==> config.mk <==
export PLATFORM = sky130hd
export DESIGN_NAME = dct_stage_pipe
export DESIGN_NICKNAME = d
export VERILOG_FILES = /design/src/rtl/dct_stage_pipe.sv
export SDC_FILE = /design/constraint.sdc
export NUM_CORES = 1
export LEC_CHECK = 0
export CAP_MARGIN = 0
export CORE_ASPECT_RATIO = 0.6
export CORE_MARGIN = 2
export CORE_UTILIZATION = 40
export CTS_BUF_LIST = sky130_fd_sc_hd__clkbuf_4 sky130_fd_sc_hd__clkbuf_8
export CTS_CLUSTER_DIAMETER = 30
export DETAILED_ROUTE_END_ITERATION = 7
export GPL_ROUTABILITY_DRIVEN = 0
export HOLD_SLACK_MARGIN = 0.05
export PLACE_DENSITY = 0.67
export SETUP_SLACK_MARGIN = 0.05
export SYNTH_ARGS = -nofsm -noshare
export SYNTH_HDL_FRONTEND = slang
export SYNTH_SLANG_ARGS = --single-unit
==> constraint.sdc <==
create_clock -name clk -period 2.2 [get_ports clk]
set_input_delay 0.22 -clock clk [delete_from_list [all_inputs] [get_ports clk]]
set_output_delay 0.22 -clock clk [all_outputs]
set_load 0.01 [all_outputs]
==> src/rtl/dct_stage_pipe.sv <==
// dct_stage_pipe: elastic pipeline register between DCT butterfly stages.
// Carries LANES coefficients of W bits through a two-entry skid buffer
// (main + skid) with a valid/ready handshake, and tags every vector with
// its row number inside an ROWS-row block plus a last-row flag.
// Optional build macro: DCT_STAGE_REORDER_EN -- when defined, entering
// vectors are permuted even lanes first, then odd lanes.
module dct_stage_pipe #(
  parameter int W     = 8,
  parameter int LANES = 8,
  parameter int ROWS  = 8,
  localparam int CW   = $clog2(ROWS)
) (
  input  logic               clk,
  input  logic               rst,
  input  logic               in_valid,
  output logic               in_ready,
  input  logic [LANES*W-1:0] in_data,
  output logic               out_valid,
  input  logic               out_ready,
  output logic [LANES*W-1:0] out_data,
  output logic               out_last,
  output logic [CW-1:0]      row_idx
);

  // Occupancy states; encoding mirrors {main valid, skid valid}.
  typedef enum logic [1:0] {
    EMPTY = 2'b00,
    ONE   = 2'b10,
    FULL  = 2'b11
  } state_t;

  localparam logic [CW-1:0] ROW_MAX = CW'(ROWS - 1);

  state_t               state_reg;
  logic                 in_ready_reg;
  logic                 out_valid_reg;
  logic [LANES*W-1:0]   main_data_reg;
  logic                 main_last_reg;
  logic [CW-1:0]        main_row_reg;
  logic [LANES*W-1:0]   skid_data_reg;
  logic                 skid_last_reg;
  logic [CW-1:0]        skid_row_reg;
  logic [CW-1:0]        rc_reg;

  logic                 in_fire;
  logic                 out_fire;
  logic [LANES*W-1:0]   entry_data;
  logic                 entry_last;

  assign in_fire    = in_valid & in_ready_reg;
  assign out_fire   = out_valid_reg & out_ready;
  assign entry_last = (rc_reg == ROW_MAX);

`ifdef DCT_STAGE_REORDER_EN
  // Even lanes go to the lower half, odd lanes to the upper half.
  for (genvar gi = 0; gi < LANES / 2; gi++) begin : g_perm
    assign entry_data[gi*W +: W]             = in_data[(2*gi)*W +: W];
    assign entry_data[(LANES/2 + gi)*W +: W] = in_data[(2*gi + 1)*W +: W];
  end
`else
  // Straight pass-through, lane k stays lane k.
  for (genvar gi = 0; gi < LANES; gi++) begin : g_pass
    assign entry_data[gi*W +: W] = in_data[gi*W +: W];
  end
`endif

  assign in_ready  = in_ready_reg;
  assign out_valid = out_valid_reg;
  assign out_data  = main_data_reg;
  assign out_last  = main_last_reg;
  assign row_idx   = main_row_reg;

  // Skid-buffer occupancy FSM, row counter and registered handshake flags.
  always_ff @(posedge clk) begin
    if (rst) begin
      state_reg     <= EMPTY;
      in_ready_reg  <= 1'b1;
      out_valid_reg <= 1'b0;
      main_data_reg <= '0;
      main_last_reg <= 1'b0;
      main_row_reg  <= '0;
      skid_data_reg <= '0;
      skid_last_reg <= 1'b0;
      skid_row_reg  <= '0;
      rc_reg        <= '0;
    end else begin
      if (in_fire) begin
        rc_reg <= (rc_reg == ROW_MAX) ? '0 : rc_reg + CW'(1);
      end
      case (state_reg)
        EMPTY: begin
          if (in_fire) begin
            main_data_reg <= entry_data;
            main_last_reg <= entry_last;
            main_row_reg  <= rc_reg;
            out_valid_reg <= 1'b1;
            state_reg     <= ONE;
          end
        end
        ONE: begin
          if (in_fire && out_fire) begin
            // Consumer drains main while the producer refills it.
            main_data_reg <= entry_data;
            main_last_reg <= entry_last;
            main_row_reg  <= rc_reg;
          end else if (in_fire) begin
            skid_data_reg <= entry_data;
            skid_last_reg <= entry_last;
            skid_row_reg  <= rc_reg;
            in_ready_reg  <= 1'b0;
            state_reg     <= FULL;
          end else if (out_fire) begin
            out_valid_reg <= 1'b0;
            state_reg     <= EMPTY;
          end
        end
        FULL: begin
          // in_ready is low here, so only the output side can move.
          if (out_fire) begin
            main_data_reg <= skid_data_reg;
            main_last_reg <= skid_last_reg;
            main_row_reg  <= skid_row_reg;
            in_ready_reg  <= 1'b1;
            state_reg     <= ONE;
          end
        end
        default: begin
          in_ready_reg  <= 1'b1;
          out_valid_reg <= 1'b0;
          state_reg     <= EMPTY;
        end
      endcase
    end
  end

endmodule
==> run_results.csv <==
group,metric,value,unit
status,status,"finished, final reports clean",
die,core,0.0138,mm^2
global_route,first_global_vias,4900,
sta,worst_pin_slew,0.818,ns
clocking,cts.hold.buffers_added,0,
cells_and_area,design_area,0.00776,mm^2
yosys,syn_avg_cell_area,8.78,um^2
yosys,syn-instance-count,652,
cells_and_area,area_growth,35.7,%
yosys,yosysWarnings,0,
sta,slew_violations,0,
power,vdd_drop_max,576,uV
die,die_area,0.0153,mm^2
clocking,cts_buffer_depth,2,
sta,period_share,92.4,%
min_path,hold_path.class,"input pin to flip-flop",
yosys,ys_ff_latch,143,
yosys,yosysUniqueCellTypes,28,
detailed_routing,drc,0,
sta,finalCriticalPeriod,2.03,ns
die,fp.dieW,158,um
sta,rsz0062_at_grt,"no",
global_route,grt_max_degree,61,
sta,setup-violations-final,0,
critical_path,cp_max_fo,56,
sta,fmax,492,MHz
place,hpwlAfterDp,9710,um
sta,holdWs,0.294,ns
die,dieHeight,96.6,um
global_route,grt_first_pass_wirelength,23900,um
sta,skew,0.0141,ns
clocking,clock_sinks,143,
detailed_routing,ant_nets,0,
detailed_routing,drtIter0Drc,231,
cells_and_area,num-nets-final,843,
critical_path,worstSetupStartpointType,"flip-flop",
die,ios,138,
detailed_routing,top_layer,"met4",
place,io_buffers,137,
critical_path,reg2reg_depth,8,
critical_path,critical_path_arrival,2.37,ns
detailed_routing,wl_met3,1070,um
power,leakagePower,0.00267,uW
detailed_routing,first_pass_iters,4,
detailed_routing,viasPerCell,5.16,
clocking,clk_pin_slew,0.08,ns
clocking,clkLatencyLatePin,0.44,ns
cells_and_area,diodes,0,
die,initial_core_util,41.4,%
detailed_routing,dr_total_vias,5013,
clocking,root_buffer,"clkbuf_8",
detailed_routing,routedWlPerCell,15.2,um
critical_path,crit_type,"flip-flop to flip-flop",
sta,setup_tns,0,ns
cells_and_area,drive_above_1_share,6.54,%
run,cap_viol_max_count,0,
yosys,netlist_area,0.00572,mm^2
global_route,antenna_found_initial,0,
sta,hold_viol_final,0,
detailed_routing,postRouteWirelength,14800,um
detailed_routing,dr_wl_met2,6520,um
clocking,h-tree-depth,4,
clocking,cts_buffers,17,
detailed_routing,drt-met1-wl,7090,um
die,placementRows,33,
yosys,synth_nets,728,
power,cellPowerDensity,1120,mW/mm^2
place,placed_area,0.00729,mm^2
clocking,cts_tree,"yes",
global_route,overflow,0,
critical_path,end_kind,"flip-flop",
global_route,track_usage,19.6,%
yosys,seq_area_frac_synth,50.0,%
critical_path,critical_path_required,2.54,ns
min_path,hold_depth,2,
sta,relSlewSlack,45.5,%
## cell usage in the layout (no fill, tap or decap), drive strengths merged, types with 8 or more instances in the layout
cell           netlist  layout
a211oi              68      68
nor2                70      70
a21oi               77      77
mux2i               68      68
buf                 25      14
dfxtp              143     143
ha                   8       8
nand2              141     141
clkbuf              29      18
clkdlybuf4s50        0     136
## metal layers
metal | vias up | GRT usage, %
met3 | 16 | 5.24
met1 | 2363 | 27.5
li1 | 2484 | -
met4 | 0 | 6.24
met2 | 150 | 29.4
met5 | - | 0
## final cells by class
| class | count | area [um^2] |
|---|---|---|
| clock buffers | 18 | 241 |
| well taps | 192 | 240 |
| multi-input cells | 453 | 2650 |
| clock inverters | 14 | 214 |
| flip-flops and latches | 143 | 2860 |
| fillers | 1230 | 6070 |
| repair buffers | 150 | 1550 |
| inverters | 2 | 7.51 |
## cell families (layout without fill, tap and decap cells)
group	Yosys count	after routing	synth area share [%]
and+or+nand+nor	218	218	14.5
DFF	143	143	50.0
AOI/OAI and AO/OA	159	159	17.6
buffers and inverters	56	184	4.20
muxes	68	68	11.9
adders and majority gates	8	8	1.75
## stage by stage
stage | util [%] | cells | total power, uW | worst slack [ns]
5_1_grt | 56.1 | 972 | 9190 | 0.0515
4_1_cts | 56.1 | 972 | 8730 | 0.104
3_5_place_dp | 52.7 | 939 | 6330 | 0.0483
2_1_floorplan | - | 652 | 4950 | 0.481
3_3_place_gp | 52.7 | 939 | 6220 | 0.227
6_report | 56.1 | 972 | 8690 | 0.166
## final timing paths
check	slack [ns]	end	startpoint
max	0.17	out_data[23]	state_reg[0]
max reg2reg	0.17	out_data[23]	state_reg[0]
min reg2reg	0.46	skid_row_reg[2]	skid_row_reg[2]
min	0.29	skid_data_reg[47]	rst
## worst max-delay path: stages (launching register included)
cell       delay (ns)
dfxtp_2          0.39
inv_1            0.10
ha_1             0.28
a2bb2oi_1        0.19
nor3_2           0.22
buf_4            0.18
buf_12           0.24
nor2_1           0.08
a211oi_1         0.25
## report_power, final
part	internal, uW	switching, uW	leakage (uW)
clock	1360	1010	0.000222
combinational	1390	1440	0.00127
sequential	3130	348	0.00117
total	5890	2800	0.00267
## synth_stat cells, drive strengths merged
cell type,number,area share (%)
dfxtp,143,50
nand2,141,9.2
o21a,1,0.13
nand3,2,0.17
and2,1,0.11
o21ai,2,0.17
o31ai,1,0.13
a21boi,3,0.39
nor2,70,4.6
a211oi,68,8.9
ha,8,1.7
o21bai,1,0.13
clkbuf,29,1.9
or4,1,0.13
mux2i,68,12
a21o,1,0.13
a2bb2oi,2,0.31
a41o,1,0.17
a21oi,77,6.7
nor3,2,0.17
and3,1,0.11
a41oi,1,0.15
a2111o,1,0.20
inv,2,0.13
buf,25,2.1
## repair_timing
item | CTS | global route
hold endpoints to repair | 0 | 0
buffers inserted | 1 | 0
gates resized for setup | 0 | 2
pin swaps | 1 | 0
endpoints found under the setup margin | 25 | 56
Note: power is estimated with default switching activity, not from simulation.
==> edit 1: new RTL, same settings <==
Change the parameter `LANES` from 8 to 9.
--- a/src/rtl/dct_stage_pipe.sv
+++ b/src/rtl/dct_stage_pipe.sv
@@ -8,3 +8,3 @@
   parameter int W     = 8,
-  parameter int LANES = 8,
+  parameter int LANES = 9,
   parameter int ROWS  = 8,
Ports: changed (resized in_data and out_data); port bits go from 138 to 154. No check against the original RTL was run, so the function may have changed too.
==> edit 1 against the unedited design <==
- synthesized area rose by 11%
- wire length rose by 8.8%
- sequential cell count grew 16
- sequential power rose by 11%
- total power up 7.4%
- clock skew up 0.0029 ns
- die area grew 10%
- count of clock-buffer cells in the layout grew 2
- design area is 10% higher
- critical path depth did not move
- setup slack improved by 0.076 ns
- critical path type unchanged
- critical endpoint is now out_data[63]
- largest power group unchanged
==> edit 1: results (changes against the unedited design) <==
* Summed negative setup slack over all endpoints: 0 ns (unchanged)
- The pin count of the biggest net entering global routing was 77 (+26%).
- The maximum net fanout on the critical path is 34 (-39%).
* CP top delay family: buffers and inverters
- For the worst-skew pair, the clock arrives at the later sink with an insertion delay of 0.43 ns.
- The reported leakage power was 2.94 nW (+10%).
- The fraction of the mapped netlist area in compound gates was 17.4% (-0.14 points).
* Largest stage delay on the critical path: 0.39 ns (about the same)
- The number of H-tree levels was 4 (unchanged).
* Vias after detailed routing: 5,414 (+8.0%)
* Sum of net half-perimeters after detailed placement: 10,600 um (+9.0%)
* Kind of path behind the tightest hold check: in -> reg
- The number of global-route vias before repair was 5,153 (+5.2%).
- Post-Synthesis Net Count: 806 (+11%)
- The tree is rooted in a sky130_fd_sc_hd__clkbuf_8.
- Slew at the pin closest to its max-slew limit: 0.701 ns (-0.117 ns)
* Xor/xnor cell area share of the yosys netlist: 0% (unchanged)
- By area the synthesized netlist is led by sky130_fd_sc_hd__dfxtp_1, sky130_fd_sc_hd__mux2i_1, sky130_fd_sc_hd__nand2_1.
- Final antenna diode count: 0 (unchanged)
- Number of DRC markers in iteration 0: 328 (+42%)
* Inserted Clock Buffers: 17 (unchanged)
* Wire length of the first global-routing pass: 25,600 um (+7.1%)
- The fraction of synthesized area in multiplexers is 12.0% (+0.10 points).
- The share of synthesized registers carrying an async set or reset came to 0% (unchanged).
* Prevailing post-synth register cell: sky130_fd_sc_hd__dfxtp_1
* VDD IR max: 0.507 mV (-12%)
- WP data arrival: 2.28 ns (-0.09 ns)
- The number of antenna violations at the first check in global routing was 0 (unchanged).
* Number of search-and-repair iterations in the first detailed-routing pass: 5 (+1)
- The count of input and output buffers came to 153 (+12%).
- Fraction of layout cells with a size suffix above 1: 6.15% (-0.39 points)
- The adder-cell share of the synthesized area was 1.58% (-0.17 points).
* Power dissipated by switching net loads: 3.06 mW (+9.4%)
- Nets: 933 (+11%)
* Total number of yosys warnings: 0 (unchanged)
- Maximum buffer depth of the clock tree: 2 (unchanged)
- Leading post-synthesis cells by instance count: sky130_fd_sc_hd__dfxtp_1, sky130_fd_sc_hd__nand2_1, sky130_fd_sc_hd__a21oi_1, sky130_fd_sc_hd__nor2_1
- Number of distinct library cell variants in the gate-level netlist after synthesis: 30 (+7.1%)
* Clock Skews: 0.0169 ns (+0.00286 ns)
- Wire per inst: 15.1 um (-0.75%)
* Run status: completed
* Reg clk slew, reported paths: 0.09 ns
- The sequential share of the synthesized area was 50.2% (+0.16 points).
* Filler cell count: 1,381 (+12%)
- Cell at the slowest stage of the critical path: sky130_fd_sc_hd__dfxtp_2
- Tot GR Track Use: 18.9% (-0.75 points)
* Area of placed instances: 8080 um2 (+11%)
edit 1: path summary, 6_finish.rpt:
path                            cells past startpoint          start  slack [ns]                end
worst max-delay path                                8   state_reg[0]        0.24       out_data[63]
worst min register to register                      2  skid_last_reg        0.46      skid_last_reg
worst max register to register                      8   state_reg[0]        0.24       out_data[63]
worst min-delay path                                2            rst        0.26  skid_data_reg[45]
edit 1: cell type report:
class                   instances  area (um2)  share of cell area, %
clock buffers                  20         269                   3.15
clock inverters                12         156                   1.83
multi-input cells             501        2930                   34.2
well taps                     203         254                   2.97
repair buffers                168        1750                   20.5
inverters                       2        7.51                 0.0878
flip-flops and latches        159        3180                   37.2
edit 1: power groups by stage:
stage / registers, mW / clock network, mW / logic, mW
floorplan: 4.04 / 0 / 1.47
global placement: 3.89 / 0 / 3.03
detailed placement: 3.92 / 0 / 3.10
CTS: 3.86 / 2.35 / 3.12
global route: 3.93 / 2.47 / 3.52
finish: 3.86 / 2.28 / 3.19
edit 1: worst register-to-register path, stage by stage, from the launching register on:
cell and delay, ns:
sky130_fd_sc_hd__dfxtp_2 0.39, sky130_fd_sc_hd__inv_1 0.10, sky130_fd_sc_hd__ha_1 0.26, sky130_fd_sc_hd__a2bb2oi_1 0.18
sky130_fd_sc_hd__nor3_4 0.24, sky130_fd_sc_hd__buf_12 0.15, sky130_fd_sc_hd__buf_6 0.24, sky130_fd_sc_hd__nor2_1 0.07
sky130_fd_sc_hd__a211oi_1 0.24
edit 1: logic make-up (layout without fill, tap and decap cells):
logic type               Yosys count  in the layout
adder cells (fa/ha/maj)            8              8
AND/OR/NAND/NOR                  242            242
flip-flops                       159            159
AO/OA/AOI/OAI                    175            175
buffers and inverters             62            202
multiplexers                      76             76
edit 1: per-layer routing:
metal / wire length, um / GRT usage, %
met1: 8040 / 26.3
met4: 97 / 5.04
met2: 6980 / 28.9
met3: 1000 / 5.39
met5: 0 / 0
edit 1: stage by stage:
stage	utilization (%)	setup slack, ns	hold slack (ns)	cells
after global routing	55.5	0.0506	0.249	1065
after CTS	55.2	0.0548	0.232	1063
after detailed placement	52.4	0.0714	0.447	1031
after floorplan	-	0.433	0.356	722
after global placement	52.4	0.218	0.441	1031
final	55.5	0.242	0.258	1065
edit 1: timing repair:
| item | in CTS | in global routing |
|---|---|---|
| setup buffers | 0 | 1 |
| hold buffers | 0 | 0 |
| endpoints found under the setup margin | 0 | 71 |
| gates resized for setup | 0 | 3 |
==> edit 2: new RTL, config.mk and constraints unchanged <==
Made on the original files. Encoding of `state_t`: now one-hot (3 bits for 3 states).
--- a/src/rtl/dct_stage_pipe.sv
+++ b/src/rtl/dct_stage_pipe.sv
@@ -25,6 +25,6 @@
   // Occupancy states; encoding mirrors {main valid, skid valid}.
-  typedef enum logic [1:0] {
-    EMPTY = 2'b00,
-    ONE   = 2'b10,
-    FULL  = 2'b11
+  typedef enum logic [2:0] {
+    EMPTY = 3'b001,
+    ONE   = 3'b010,
+    FULL  = 3'b100
   } state_t;
Function: same outputs for any inputs over 4 cycles, from zero or initial values and one cycle with rst high; so few cycles prove little.
==> edit 2 against the unedited design <==
- sequential cell count rose by 1
- synthesized cell count rose by 1.8%
- setup slack improved by 0.22 ns
- die area rose by 3.0%
- hold slack improved by 0.047 ns
- fmax rose by 12%
- wire length rose by 10%
- design area rose by 2.2%
- synthesized area rose by 3.1%
- largest cell class unchanged
- highest routed layer unchanged
Power is not compared: it rests on default switching activity, and its combinational part moved more than twofold at a synthesized area within 25%.
==> edit 2: results (changes against the unedited design) <==
* WP data arrival: 2.11 ns (-0.26 ns)
- The worst register-to-register path ends at skid_data_reg[15].
- The maximum net fanout on the critical path was 36 (-36%).
* Wire per inst: 16.6 um (+8.7%)
- The total global-route track usage is 20.7% (+1.1 points).
- The xor/xnor cell area share of the yosys netlist came to 0% (unchanged).
* CTS resizes: 0 (unchanged)
- Top cells by area in the synthesized netlist: sky130_fd_sc_hd__dfxtp_1, sky130_fd_sc_hd__mux2i_1, sky130_fd_sc_hd__a21oi_1
- The clock transition at the register clock pins on the worst setup and hold paths after CTS was 0.08 ns (about the same).
- Area of placed instances: 7470 um2 (+2.4%)
- The fraction of layout cells with a size suffix above 1 was 9.00% (+2.5 points).
* Pin count of the biggest net entering global routing: 71 (+16%)
* Leading post-synthesis cells by instance count: sky130_fd_sc_hd__dfxtp_1, sky130_fd_sc_hd__nand2_1, sky130_fd_sc_hd__a21oi_1, sky130_fd_sc_hd__mux2i_1, sky130_fd_sc_hd__o31ai_1
- Filler cell count: 1,315 (+6.9%)
- Run status: completed
- R2R depth: 5 (-3)
* Relative slew slack: 61.1% (+16 points)
* Ratio of routed vias to standard cells: 5.29 (+2.6%)
* Hold depth: 3 (+1)
- Sink of the worst hold path: state_reg[1]
- Nets: 847 (+0.47%)
- Prevailing post-synth register cell: sky130_fd_sc_hd__dfxtp_1
- Mux cell area share after synthesis: 11.5% (-0.36 points)
* Wire length of the first global-routing pass: 26,200 um (+9.5%)
- Vias in the first global route: 5,010 (+2.2%)
- Worst-case setup slack after placement: 0.107 ns (+0.0585 ns)
- The setup slack on the worst flop-to-flop path was 0.39 ns (+0.22 ns).
* Number of DRC markers in iteration 0: 273 (+18%)
- The sequential share of the synthesized area came to 48.9% (-1.2 points).
* Sum of net half-perimeters after detailed placement: 10,500 um (+8.0%)
* Post-Synthesis Net Count: 734 (+0.82%)
- Worst reg2reg path startpoint: state_reg[0]
- The post-route worst hold slack came to 0.340 ns (+0.0467 ns).
* Largest stage delay on the critical path: 0.66 ns (+0.27 ns)
- The count of cell types in the netlist came to 35 (+25%).
- The worst-case clock skew was 0.0141 ns (+0.00000820 ns).
- The adder-cell share of the synthesized area came to 0.424% (-1.3 points).
- Cell at the slowest stage of the critical path: sky130_fd_sc_hd__or4_2
* CP top delay family: simple AND/OR/NAND/NOR gates
-- edit 2: changes by cell type after synthesis, sizes merged, moves of 3 or more --
cell	delta
nor2	-67
o31ai	+67
a211oi	-66
a21oi	+65
clkbuf	+8
ha	-6
nand2b	+4
and2	+3
-- edit 2: kinds of logic after synthesis --
family / count (synthesis)
buffers and inverters: 64
adder cells (fa/ha/maj): 2
AO/OA/AOI/OAI: 222
multiplexers: 68
flip-flops: 144
AND/OR/NAND/NOR: 164
-- edit 2: final cells by class --
class                   instances  share of cell area (%)
inverters                       1                  0.0473
multi-input cells             456                    34.7
clock buffers                  23                    3.99
well taps                     198                    3.12
clock inverters                 8                    1.88
flip-flops and latches        144                    36.3
repair buffers                157                    19.9
-- edit 2: layer usage --
layer  track usage, %  vias up  routed length (um)
met1             29.4     2493                8200
met2             30.8      159                6800
met4             3.71        0                 106
met5                0        -                   0
li1                 -     2563                   -
met3             7.39        9                1250
-- edit 2: report_power, final --
part | internal, mW | switching [mW] | leakage (nW) | total, mW
clock network | 1.42 | 0.998 | 0.231 | 2.41
logic | 0.598 | 0.552 | 1.33 | 1.15
registers | 2.80 | 0.129 | 1.18 | 2.93
-- edit 2: how the worst max path moves through the flow --
| stage | from | to | slack [ns] | cells past startpoint |
|---|---|---|---|---|
| floorplan | out_valid | skid_data_reg[43] | 0.44 | 7 |
| global placement | out_ready | skid_data_reg[17] | 0.13 | 6 |
| detailed placement | out_ready | out_data[22] | 0.11 | 7 |
| CTS | state_reg[0] | skid_data_reg[15] | 0.39 | 5 |
| global route | out_valid | out_data[49] | 0.22 | 6 |
| finish | state_reg[0] | skid_data_reg[15] | 0.39 | 5 |
-- edit 2: metrics by stage --
stage / util [%] / cells
after floorplan: - / 664
after global placement: 51.6 / 956
after detailed placement: 51.6 / 956
after CTS: 54.9 / 987
after global routing: 54.9 / 987
final: 54.9 / 987
-- edit 2: worst reg2reg max path, delay by kind of cell, from the launching register on --
family	cells	cell delay (ns)
AOI/OAI and AO/OA	1	0.07
buffers and inverters	1	0.22
DFF	1	0.38
and+or+nand+nor	3	1.02
